===== src/rtl/board_io_pkg.sv =====
// board_io_pkg: reset FSM states and DBG bus field layout.
// Shared by board_io_ctrl, its debouncer and the bench.
package board_io_pkg;

  localparam int MAX_CH = 8;
  localparam int DBG_W  = 32;

  typedef enum logic [1:0] {
    ST_POR,
    ST_RUN,
    ST_ARMING,
    ST_HOLD
  } rst_state_e;

  // MCU -> board
  localparam int DIN_LED_LSB  = 0;
  localparam int DIN_LED_W    = MAX_CH;
  localparam int DIN_CLR_LSB  = 8;
  localparam int DIN_CLR_W    = MAX_CH;
  localparam int DIN_DUTY_LSB = 16;
  localparam int DIN_DUTY_W   = 4;

  // board -> MCU
  localparam int DOUT_SW_LSB   = 0;
  localparam int DOUT_BTN_LSB  = 8;
  localparam int DOUT_FLAG_LSB = 16;
  localparam int DOUT_FLD_W    = MAX_CH;

endpackage


===== src/rtl/board_io_if.sv =====
// board_io_if: 32-bit debug port pair between MCU and board I/O.
// master = MCU side, slave = board_io_ctrl side.
interface board_io_if;
  import board_io_pkg::*;

  logic [DBG_W-1:0] DBG_FROM_MCU_I;
  logic [DBG_W-1:0] DBG_TO_MCU_O;

  modport master (
    output DBG_FROM_MCU_I,
    input  DBG_TO_MCU_O
  );

  modport slave (
    input  DBG_FROM_MCU_I,
    output DBG_TO_MCU_O
  );
endinterface


===== src/rtl/io_debounce.sv =====
// io_debounce: 2-flop synchroniser plus tick-based debounce for
// one raw input; stable moves only after DEBOUNCE_TICKS ticks.
module io_debounce #(
  parameter int DEBOUNCE_TICKS = 10
) (
  input  logic i_clk,
  input  logic i_rst_n,
  input  logic i_raw,
  input  logic i_tick,
  output logic o_stable
);
  localparam int CW = $clog2(DEBOUNCE_TICKS + 1);
  localparam logic [CW-1:0] CNT_LAST =
    CW'(DEBOUNCE_TICKS - 1);

  logic [1:0]    r_sync;
  logic [CW-1:0] r_cnt;
  logic          r_stable;

  // bring the async pin into the clock domain
  always_ff @(posedge i_clk or negedge i_rst_n) begin
    if (!i_rst_n) r_sync <= '0;
    else          r_sync <= {r_sync[0], i_raw};
  end

  // count ticks of disagreement; any agreement restarts the count
  always_ff @(posedge i_clk or negedge i_rst_n) begin
    if (!i_rst_n) begin
      r_cnt    <= '0;
      r_stable <= 1'b0;
    end else if (r_sync[1] == r_stable) begin
      r_cnt <= '0;
    end else if (i_tick) begin
      if (r_cnt == CNT_LAST) begin
        r_stable <= r_sync[1];
        r_cnt    <= '0;
      end else begin
        r_cnt <= r_cnt + CW'(1);
      end
    end
  end

  assign o_stable = r_stable;
endmodule


===== src/rtl/board_io_ctrl.sv =====
// board_io_ctrl: debounced buttons/switches, press flags, LEDs
// and MCU reset sequencing. Option: BOARD_IO_PWM_EN (LED PWM).
module board_io_ctrl
  import board_io_pkg::*;
#(
  parameter int NUM_BTN          = 4,
  parameter int NUM_SW           = 4,
  parameter int NUM_LED          = 4,
  parameter int TICK_DIV         = 1250,
  parameter int DEBOUNCE_TICKS   = 10,
  parameter logic [NUM_BTN-1:0] RESET_MASK =
    NUM_BTN'(4'b0011),
  parameter int RESET_HOLD_TICKS = 100,
  parameter int RESET_STRETCH    = 16
) (
  input  logic               CLK,
  input  logic               RESET_N_I,
  input  logic [NUM_BTN-1:0] BUTTONS_I,
  input  logic [NUM_SW-1:0]  SWITCHES_I,
  output logic [NUM_LED-1:0] LEDS_O,
  output logic               MCU_RESET_O,
  board_io_if.slave          dbg
);
  localparam int NUM_IN = NUM_BTN + NUM_SW;
  localparam int PW = (TICK_DIV > 1) ? $clog2(TICK_DIV) : 1;
  localparam int SW_W = $clog2(RESET_STRETCH + 1);
  localparam int HW = $clog2(RESET_HOLD_TICKS + 1);
  localparam logic [PW-1:0]   PRE_LAST  = PW'(TICK_DIV - 1);
  localparam logic [SW_W-1:0] STR_LAST  =
    SW_W'(RESET_STRETCH - 1);
  localparam logic [HW-1:0]   HOLD_LAST =
    HW'(RESET_HOLD_TICKS - 1);

  logic [PW-1:0]      r_pre;
  logic               w_tick;
  logic [NUM_IN-1:0]  w_raw;
  logic [NUM_IN-1:0]  w_db;
  logic [NUM_BTN-1:0] w_btn_db;
  logic [NUM_SW-1:0]  w_sw_db;
  logic [NUM_BTN-1:0] w_clr;
  logic [NUM_BTN-1:0] r_btn_prev;
  logic [NUM_BTN-1:0] r_flags;
  logic [DBG_W-1:0]   r_dbg;
  logic               w_chord;
  rst_state_e         r_state;
  rst_state_e         w_state_nxt;
  logic [SW_W-1:0]    r_str;
  logic [SW_W-1:0]    w_str_nxt;
  logic [HW-1:0]      r_hold;
  logic [HW-1:0]      w_hold_nxt;
  logic               r_mcu_rst;
  logic [NUM_LED-1:0] w_led_req;
  logic [NUM_LED-1:0] r_leds;
  logic               w_unused;

  // bits of the MCU word this build does not look at
  assign w_unused = ^dbg.DBG_FROM_MCU_I;

  // debounce tick prescaler, wraps at TICK_DIV-1
  always_ff @(posedge CLK or negedge RESET_N_I) begin
    if (!RESET_N_I)  r_pre <= '0;
    else if (w_tick) r_pre <= '0;
    else             r_pre <= r_pre + PW'(1);
  end

  assign w_tick = (r_pre == PRE_LAST);

  assign w_raw = {SWITCHES_I, BUTTONS_I};

  for (genvar g = 0; g < NUM_IN; g++) begin : g_db
    io_debounce #(
      .DEBOUNCE_TICKS(DEBOUNCE_TICKS)
    ) u_db (
      .i_clk   (CLK),
      .i_rst_n (RESET_N_I),
      .i_raw   (w_raw[g]),
      .i_tick  (w_tick),
      .o_stable(w_db[g])
    );
  end

  assign w_btn_db = w_db[NUM_BTN-1:0];
  assign w_sw_db  = w_db[NUM_IN-1:NUM_BTN];
  assign w_clr    = dbg.DBG_FROM_MCU_I[DIN_CLR_LSB +: NUM_BTN];

  // press flags: rising edge sets, MCU mask clears, set wins
  always_ff @(posedge CLK or negedge RESET_N_I) begin
    if (!RESET_N_I) begin
      r_btn_prev <= '0;
      r_flags    <= '0;
    end else begin
      r_btn_prev <= w_btn_db;
      r_flags    <= (w_btn_db & ~r_btn_prev) |
                    (r_flags & ~w_clr);
    end
  end

  // status word back to the MCU, unused field bits zero
  always_ff @(posedge CLK or negedge RESET_N_I) begin
    if (!RESET_N_I) begin
      r_dbg <= '0;
    end else begin
      r_dbg <= '0;
      r_dbg[DOUT_SW_LSB +: NUM_SW]    <= w_sw_db;
      r_dbg[DOUT_BTN_LSB +: NUM_BTN]  <= w_btn_db;
      r_dbg[DOUT_FLAG_LSB +: NUM_BTN] <= r_flags;
    end
  end

  assign dbg.DBG_TO_MCU_O = r_dbg;

  assign w_chord = (RESET_MASK != '0) &&
                   ((w_btn_db & RESET_MASK) == RESET_MASK);

  // reset sequencer state register
  always_ff @(posedge CLK or negedge RESET_N_I) begin
    if (!RESET_N_I) begin
      r_state   <= ST_POR;
      r_str     <= '0;
      r_hold    <= '0;
      r_mcu_rst <= 1'b1;
    end else begin
      r_state   <= w_state_nxt;
      r_str     <= w_str_nxt;
      r_hold    <= w_hold_nxt;
      r_mcu_rst <= (w_state_nxt == ST_POR) ||
                   (w_state_nxt == ST_HOLD);
    end
  end

  // reset sequencer next state
  always_comb begin
    w_state_nxt = r_state;
    w_str_nxt   = r_str;
    w_hold_nxt  = r_hold;
    unique case (r_state)
      ST_POR: begin
        if (r_str == STR_LAST) begin
          w_state_nxt = ST_RUN;
          w_str_nxt   = '0;
        end else begin
          w_str_nxt = r_str + SW_W'(1);
        end
      end
      ST_RUN: begin
        if (w_chord) begin
          w_state_nxt = ST_ARMING;
          w_hold_nxt  = '0;
        end
      end
      ST_ARMING: begin
        if (!w_chord) begin
          w_state_nxt = ST_RUN;
        end else if (w_tick) begin
          if (r_hold == HOLD_LAST) w_state_nxt = ST_HOLD;
          else w_hold_nxt = r_hold + HW'(1);
        end
      end
      ST_HOLD: begin
        if (!w_chord) begin
          w_state_nxt = ST_POR;
          w_str_nxt   = '0;
        end
      end
      default: w_state_nxt = ST_POR;
    endcase
  end

  assign MCU_RESET_O = r_mcu_rst;

`ifdef BOARD_IO_PWM_EN
  logic [3:0]            r_pwm;
  logic [DIN_DUTY_W-1:0] w_duty;
  logic                  w_pwm_on;

  // free-running PWM phase
  always_ff @(posedge CLK or negedge RESET_N_I) begin
    if (!RESET_N_I) r_pwm <= '0;
    else            r_pwm <= r_pwm + 4'd1;
  end

  assign w_duty   = dbg.DBG_FROM_MCU_I[DIN_DUTY_LSB +: DIN_DUTY_W];
  assign w_pwm_on = (w_duty == 4'hF) || (r_pwm < w_duty);
  assign w_led_req =
    dbg.DBG_FROM_MCU_I[DIN_LED_LSB +: NUM_LED] &
    {NUM_LED{w_pwm_on}};
`else
  assign w_led_req = dbg.DBG_FROM_MCU_I[DIN_LED_LSB +: NUM_LED];
`endif

  // LED drive: dark in POR, all lit in HOLD, else MCU value
  always_ff @(posedge CLK or negedge RESET_N_I) begin
    if (!RESET_N_I) begin
      r_leds <= '0;
    end else begin
      unique case (1'b1)
        (w_state_nxt == ST_POR):  r_leds <= '0;
        (w_state_nxt == ST_HOLD): r_leds <= '1;
        default:                  r_leds <= w_led_req;
      endcase
    end
  end

  assign LEDS_O = r_leds;
endmodule

===== src/flat_wrapper.sv =====
// flat-port wrapper written by rule: the top's interface ports become plain ports
module board_io_ctrl_flat import board_io_pkg::*;
#(
  parameter int NUM_BTN          = 4,
  parameter int NUM_SW           = 4,
  parameter int NUM_LED          = 4,
  parameter int TICK_DIV         = 1250,
  parameter int DEBOUNCE_TICKS   = 10,
  parameter logic [NUM_BTN-1:0] RESET_MASK =
    NUM_BTN'(4'b0011),
  parameter int RESET_HOLD_TICKS = 100,
  parameter int RESET_STRETCH    = 16
)
  (CLK, RESET_N_I, BUTTONS_I, SWITCHES_I, LEDS_O, MCU_RESET_O, dbg_DBG_FROM_MCU_I, dbg_DBG_TO_MCU_O);
  board_io_if dbg_i ();
  input  logic CLK;
  input  logic RESET_N_I;
  input  logic [NUM_BTN-1:0] BUTTONS_I;
  input  logic [NUM_SW-1:0] SWITCHES_I;
  output logic [NUM_LED-1:0] LEDS_O;
  output logic MCU_RESET_O;
  input wire logic [$bits(dbg_i.DBG_FROM_MCU_I)-1:0] dbg_DBG_FROM_MCU_I;
  output wire logic [$bits(dbg_i.DBG_TO_MCU_O)-1:0] dbg_DBG_TO_MCU_O;
  assign dbg_i.DBG_FROM_MCU_I = dbg_DBG_FROM_MCU_I;
  assign dbg_DBG_TO_MCU_O = dbg_i.DBG_TO_MCU_O;
  board_io_ctrl #(.NUM_BTN(NUM_BTN), .NUM_SW(NUM_SW), .NUM_LED(NUM_LED), .TICK_DIV(TICK_DIV), .DEBOUNCE_TICKS(DEBOUNCE_TICKS), .RESET_MASK(RESET_MASK), .RESET_HOLD_TICKS(RESET_HOLD_TICKS), .RESET_STRETCH(RESET_STRETCH)) u_core (.CLK(CLK), .RESET_N_I(RESET_N_I), .BUTTONS_I(BUTTONS_I), .SWITCHES_I(SWITCHES_I), .LEDS_O(LEDS_O), .MCU_RESET_O(MCU_RESET_O), .dbg(dbg_i));
endmodule

===== config.mk =====
export PLATFORM = sky130hd
export DESIGN_NAME = board_io_ctrl_flat
export DESIGN_NICKNAME = d
export VERILOG_FILES = /design/src/rtl/board_io_pkg.sv /design/src/rtl/board_io_if.sv /design/src/rtl/io_debounce.sv /design/src/rtl/board_io_ctrl.sv /design/src/flat_wrapper.sv
export SDC_FILE = /design/constraint.sdc
export NUM_CORES = 1
export LEC_CHECK = 0
export ABC_AREA = 1
export CORE_MARGIN = 5
export CORE_UTILIZATION = 50
export CTS_BUF_LIST = sky130_fd_sc_hd__clkbuf_2 sky130_fd_sc_hd__clkbuf_4 sky130_fd_sc_hd__clkbuf_8
export DETAILED_ROUTE_END_ITERATION = 12
export GPL_ROUTABILITY_DRIVEN = 0
export PLACE_DENSITY = 0.84
export RECOVER_POWER = 100
export SETUP_SLACK_MARGIN = 0.15
export SYNTH_ARGS = -nofsm -noshare
export SYNTH_HDL_FRONTEND = slang
export SYNTH_SLANG_ARGS = --single-unit

===== constraint.sdc =====
create_clock -name CLK -period 5.45 [get_ports CLK]
set_input_delay 0.545 -clock CLK [delete_from_list [all_inputs] [get_ports CLK]]
set_output_delay 0.545 -clock CLK [all_outputs]
set_load 0.03 [all_outputs]

==> flow_metrics.tcl, run 1 <==
set metrics [dict create \
    status "finished with violations" \
    violations "max-capacitance violations, max-slew violations" \
    diodes 0 \
    yosysWarnings 0 \
    drive_gt1_frac 0.0345 \
    synth_top_cell_by_area "dfrtp_1" \
    dr_wl_met3_um 476 \
    skew_ps 9.12 \
    slowest_delay_ps 1140 \
    dp.cells 692 \
    synth_top_area_share 0.523 \
    viasPerCell 5.05 \
    hp-class "register to register" \
    cts_setup_buffers 0 \
    crit_type "register to register" \
    first_global_vias 3574 \
    cp.required_ps 5740 \
    dp_hpwl_mm 5.95 \
    fin_tns_setup_ps 0 \
    cts_hold_buf 0 \
    fmax_mhz 293 \
    fill_cells 784 \
    worstPathMaxFanout 45 \
    worst_setup_path_end_kind "register" \
    crit_path_start_kind "register" \
    overflow 0 \
    synthFlopType "dfrtp_1" \
    p_leak_uw 0.00291 \
    num_rows 35 \
    grt_first_pass_wirelength_mm 14.7 \
    cts_resized 0 \
    synth_area_leaders "dfrtp_1, nand2_1, nand3_1, ha_1, xor2_1" \
    slew_headroom -0.294 \
    wl_met1_mm 3.56 \
    io_pins 79 \
    finalCritPeriodShare 0.625 \
    cap_violations 3 \
    grt_usage 0.154 \
    cts_tree "built" \
    insertion_delay_ps 360 \
    finalCriticalPeriod_ps 3410 \
    path_cells "inv_1 -> ha_1 -> nand2_1 -> nor2_1 -> nand3_1 -> inv_1 -> nand4_1 -> nand2_1" \
    vdd.ir_drop.worst_mv 0.149 \
    fin_nets 637 \
    ys_ff_latch 102 \
    drv_slew 151 \
    drtPass1Iterations 5 \
    multiInputGateArea_um2 1910 \
    cts.sink_count 102 \
    drc 0 \
    setup_viol 0 \
    cts_root_buffer "clkbuf_8" \
    portBuffers 34 \
    routed_wl_mm 8.48 \
    cts_made_buffers 9 \
    htree_levels 3 \
    die_w_um 108 \
    grt_max_degree 66 \
    syn2layout_area_growth_pct 12.1 \
    ant_nets 0 \
    die_h_um 108 \
    cts_max_path_buffers 2 \
    routed.top_layer "met4" \
    ys_types 31 \
    drt_iter0_markers 169 \
    worstMarginPinSlew_ps 1940 \
    antenna_found_initial 0 \
    instances_no_fill 708 \
    synth_area_um2 4830 \
    crit_arrival_ps 3700 \
    start_util 0.518 \
    rsz0062_at_grt "no" \
    vias 3577 \
    yosysMostFrequentCell "nand2_1" \
    dieArea_um2 11700 \
    power_density_nw_per_um2 244 \
    core_um2 9330 \
    ff_latch_area_um2 2550 \
    ys_async_sr_fraction 1.00 \
    wl_met2_mm 4.33 \
    synth_commonest_cells "nand2_1, dfrtp_1, inv_1" \
    critPathSlowestCell "nand3_1" \
    clk_pin_slew_ps 90 \
    wl_per_cell_um 12.0 \
    synthCells 534 \
    yosysSeqAreaShare 0.528 \
    synth-edff-count 0 \
    hold_viol_final 0 \
    avgSynthCellArea_um2 9.05 \
]
[cell families (layout without fill, tap and decap cells)]
| logic type | after synthesis | after routing | synth area share |
|---|---|---|---|
| and+or+nand+nor | 248 | 248 | 0.222 |
| DFF | 102 | 102 | 0.528 |
| buffers and inverters | 88 | 114 | 0.0865 |
| AOI/OAI and AO/OA | 43 | 43 | 0.0520 |
| xor gates and xnor gates | 31 | 31 | 0.0562 |
| adders and majority gates | 21 | 21 | 0.0544 |
| other | 1 | 20 | 0.000776 |
[path summary, 6_finish.rpt]
kind,start,endpoint,slack [ps],cells after the start
setup reg to reg,u_core.r_pre[1],u_core.g_db[6].u_db.r_cnt[2],2040,8
min in group asynchronous,RESET_N_I,u_core.r_flags[3],710,1
hold reg to reg,u_core.g_db[3].u_db.r_sync[0],u_core.g_db[3].u_db.r_sync[1],350,0
setup / recovery,u_core.r_pre[1],u_core.g_db[6].u_db.r_cnt[2],2040,8
max in group asynchronous,RESET_N_I,u_core.g_db[4].u_db.o_stable,2380,2
hold / removal,u_core.g_db[3].u_db.r_sync[0],u_core.g_db[3].u_db.r_sync[1],350,0
[layout by cell type, fill, tap and decap left out]
cell type	count
nand2_1	124
dfrtp_1	101
inv_1	63
nand3_1	56
nor2_1	44
dlygate4sd3_1	29
xor2_1	28
ha_1	21
conb_1	20
o21ai_0	19
nand4_1	10
clkbuf_8	10
nor3_1	9
a21oi_1	7
o21a_1	7
o22ai_1	4
clkdlybuf4s50_1	4
o21bai_1	3
xnor2_1	3
nand3b_1	2
o31ai_1	2
clkinv_4	2
inv_6	2
nor2_2	1
or2_2	1
nor4_1	1
a31oi_1	1
inv_8	1
bufinv_16	1
clkbuf_1	1
clkbuf_2	1
dfstp_2	1
[per-stage QoR]
step / utilization / power [uW] / hold WS [ps] / setup WS (ps) / instance area (um^2)
after CTS: 0.584 / 1340 / 139 / 3000 / 5440
after floorplan: - / 823 / 249 / 3580 / 4900
final: 0.581 / 1320 / 349 / 2040 / 5420
after global routing: 0.581 / 1380 / 359 / 1640 / 5420
after global placement: 0.561 / 843 / 332 / 3160 / 5230
after detailed placement: 0.561 / 845 / 335 / 3040 / 5230
[power breakdown]
| part | total (uW) | leakage (uW) | internal, uW | switching [uW] |
|---|---|---|---|---|
| logic | 59.1 | 0.00145 | 13.5 | 45.6 |
| registers | 767 | 0.00136 | 764 | 3.19 |
| clock network | 498 | 0.000109 | 233 | 265 |
| total | 1320 | 0.00291 | 1010 | 313 |
[worst max-delay path: cells and delay by family, from the launching register on]
| kind | cells | cell delay [ps] |
|---|---|---|
| fa+ha+maj | 1 | 160 |
| buf+inv | 2 | 1170 |
| flops | 1 | 410 |
| simple gates | 5 | 1590 |
[sequential cells by signal (all words and copies together), names as in the netlist]
register / count
u_core.g_db.u_db.r_cnt: 32
u_core.dbg.DBG_TO_MCU_O: 9
u_core.MCU_RESET_O: 1
u_core.g_db.u_db.o_stable: 8
u_core.r_flags: 4
u_core.r_str: 5
u_core.r_hold: 7
u_core.r_btn_prev: 3
u_core.r_pre: 11
u_core.g_db.u_db.r_sync: 16
u_core.r_state: 2
u_core.LEDS_O: 4
[layout make-up]
cell class / instances / area share
multi-input combinational: 363 / 0.353
clock buffer: 10 / 0.0254
clock inverter: 6 / 0.0141
sequential: 102 / 0.471
inverter: 63 / 0.0436
tap: 129 / 0.0298
timing repair buffer: 35 / 0.0626
[metal layers]
metal / vias to the layer above / GRT usage
met4: 0 / 0.0550
met3: 11 / 0.0418
met5: - / 0
met1: 1735 / 0.173
met2: 91 / 0.280
li1: 1740 / -
Note: power is estimated with default switching activity, not from simulation.
==> run 2, diff against run 1 <==
PLACE_DENSITY = 0.87   (was 0.84)
clock period = 2.85 ns   (was 5.45 ns; I/O delays follow)
==> run 2 against run 1 <==
Against the previous run:
- non-clock buffer count up 2
- global-route usage up 0.63 points
- core utilization up 0.54 points
- via count down 0.89%
- critical path type unchanged
- the flow now finishes without violations
- worst setup slack worse by 1300 ps
- wire length up 1.1%
- combinational power up 95%
- total power up 96%
- first-iteration DRC count down 5.3%
- clock skew up 2.4 ps
- sequential share of layout area down 0.43 points
==> flow_metrics.tcl, run 2 (synthesized netlist as in run 1, its figures left out) <==
set metrics [dict create \
    status "finished clean" \
    final_common_cell "nand2_1" \
    htree_levels 3 \
    viasPerCell 4.99 \
    clk_pin_slew_ps 90 \
    slowest_delay_ps 450 \
    cts_tree "built" \
    ant_nets 0 \
    cts_root_buffer "clkbuf_8" \
    start_util 0.518 \
    drc 0 \
    regMostFlops "u_core.g_db.u_db.r_cnt" \
    reg_top3 "u_core.g_db.u_db.r_cnt x32, u_core.g_db.u_db.r_sync x16, u_core.r_pre x11" \
    num_rows 35 \
    largest_register_ffs 32 \
    rsz0062_at_grt "no" \
    crit_type "register to register" \
    portBuffers 34 \
    p_clk_frac 0.391 \
    path_cells "ha_1 -> nand2_1 -> nor2_1 -> nand3_4 -> buf_4 -> nand2_1 -> nand2_1 -> nand2_1 -> nand2_1" \
    grt_first_pass_wirelength_mm 15.2 \
    combinationalPowerShare 0.044 \
    vias 3545 \
    drv_slew 0 \
    dp_hpwl_mm 5.97 \
    pre_cts_ws_ps 902 \
    crit_arrival_ps 2410 \
    final_cell_mix "nand2_1, dfrtp_1, inv_1" \
    rr_startpoint "u_core.r_pre[0]" \
    syn2layout_area_growth_pct 13.1 \
    core_um2 9330 \
    power_density_nw_per_um2 475 \
    worst_path_most_repeated_cell "nand2_1" \
    slew_headroom 0.110 \
    setup_slack_ps 741 \
    wl_per_cell_um 12.1 \
    cts.sink_count 102 \
    hold_depth 0 \
    ff2ff_path_depth 9 \
    cts_max_path_buffers 2 \
    hp-class "register to register" \
    routed_wl_mm 8.57 \
    r2r_setup_slack_ps 740 \
    fill_cells 785 \
    first_global_vias 3626 \
    vdd.ir_drop.worst_mv 0.317 \
    finalCritPeriodShare 0.740 \
    switchingPower_uw 577 \
    critPathSlowestCell "dfrtp_1" \
    io_pins 79 \
    insertion_delay_ps 360 \
    die_h_um 108 \
    grt_max_degree 103 \
    drtPass1Iterations 4 \
    final_util 0.586 \
    drt_iter0_markers 160 \
    cp.required_ps 3150 \
    worst_setup_path_end_kind "register" \
    worstMarginPinSlew_ps 1340 \
    hold_start "u_core.g_db[7].u_db.r_sync[0]" \
    hold_viol_final 0 \
    grt_usage 0.160 \
    pwr-share-seq 0.565 \
    r2r-end "u_core.r_hold[5]" \
    fmax_mhz 474 \
    p_leak_uw 0.00293 \
    overflow 0 \
    die_w_um 108 \
    setup_viol 0 \
    swShare 0.222 \
    total_power_uw 2600 \
    dieArea_um2 11700 \
    p_int_uw 2020 \
    holdPathEnd "u_core.g_db[7].u_db.r_sync[1]" \
    cap_violations 0 \
    worstPathMaxFanout 44 \
    fin_tns_setup_ps 0 \
    skew_ps 11.5 \
    diodes 0 \
    finalCriticalPeriod_ps 2110 \
    fin_nets 639 \
    drive_gt1_frac 0.0396 \
    crit_path_start_kind "register" \
    antenna_found_initial 0 \
    cts_made_buffers 9 \
]
-- run 2: stage by stage --
stage / instance area, um^2 / hold slack (ps) / cells
after floorplan: 4900 / -10.6 / 553
after global placement: 5250 / 332 / 693
after detailed placement: 5250 / 335 / 693
after CTS: 5490 / 335 / 710
after global routing: 5470 / 363 / 710
final: 5470 / 354 / 710
-- run 2: power groups by stage --
stage	combinational (uW)	clock (uW)	sequential (uW)
2_1_floorplan	73.0	0	1500
3_3_place_gp	120	0	1490
3_5_place_dp	122	0	1500
4_1_cts	124	1040	1470
5_1_grt	129	1100	1470
6_report	115	1010	1470
-- run 2: repair_timing --
action / in CTS / in global routing
setup buffers: 0 / 0
endpoints found under the hold margin: 28 / 0
hold buffers: 1 / 0
resized for setup: 0 / 0
-- run 2: metal layers --
metal	track usage	part of all wire	vias up
li1	-	-	1746
met1	0.183	0.42	1713
met2	0.287	0.52	75
met3	0.0484	0.054	11
met4	0.0541	0.0095	0
met5	0	0	-
-- run 2: area by class of cell --
| type | count | area (um^2) | share of cell area |
|---|---|---|---|
| clock buffers | 11 | 145 | 0.0265 |
| clock inverters | 5 | 82.6 | 0.0151 |
| inverters | 63 | 236 | 0.0432 |
| multi-input cells | 363 | 1930 | 0.352 |
| flip-flops and latches | 102 | 2550 | 0.467 |
| well taps | 129 | 161 | 0.0295 |
| repair buffers | 37 | 363 | 0.0664 |
-- run 2: worst max-delay path by stage --
stage | start | to | slack, ps | depth (start not counted)
2_1_floorplan | u_core.r_pre[1] | u_core.LEDS_O[0] | 980 | 13
3_3_place_gp | u_core.r_pre[0] | u_core.r_hold[6] | 980 | 9
3_5_place_dp | u_core.r_pre[0] | u_core.r_hold[5] | 900 | 9
4_1_cts | u_core.r_pre[0] | u_core.r_hold[5] | 860 | 9
5_1_grt | u_core.r_pre[1] | u_core.g_db[5].u_db.r_cnt[2] | 500 | 9
6_report | u_core.r_pre[0] | u_core.r_hold[5] | 740 | 9
-- run 2: worst max-delay path, delay by kind of cell, from the launching register on --
kind / cells / cell delay (ps)
buffers and inverters: 1 / 400
AND/OR/NAND/NOR: 7 / 970
flip-flops: 1 / 450
adder cells (fa/ha/maj): 1 / 230
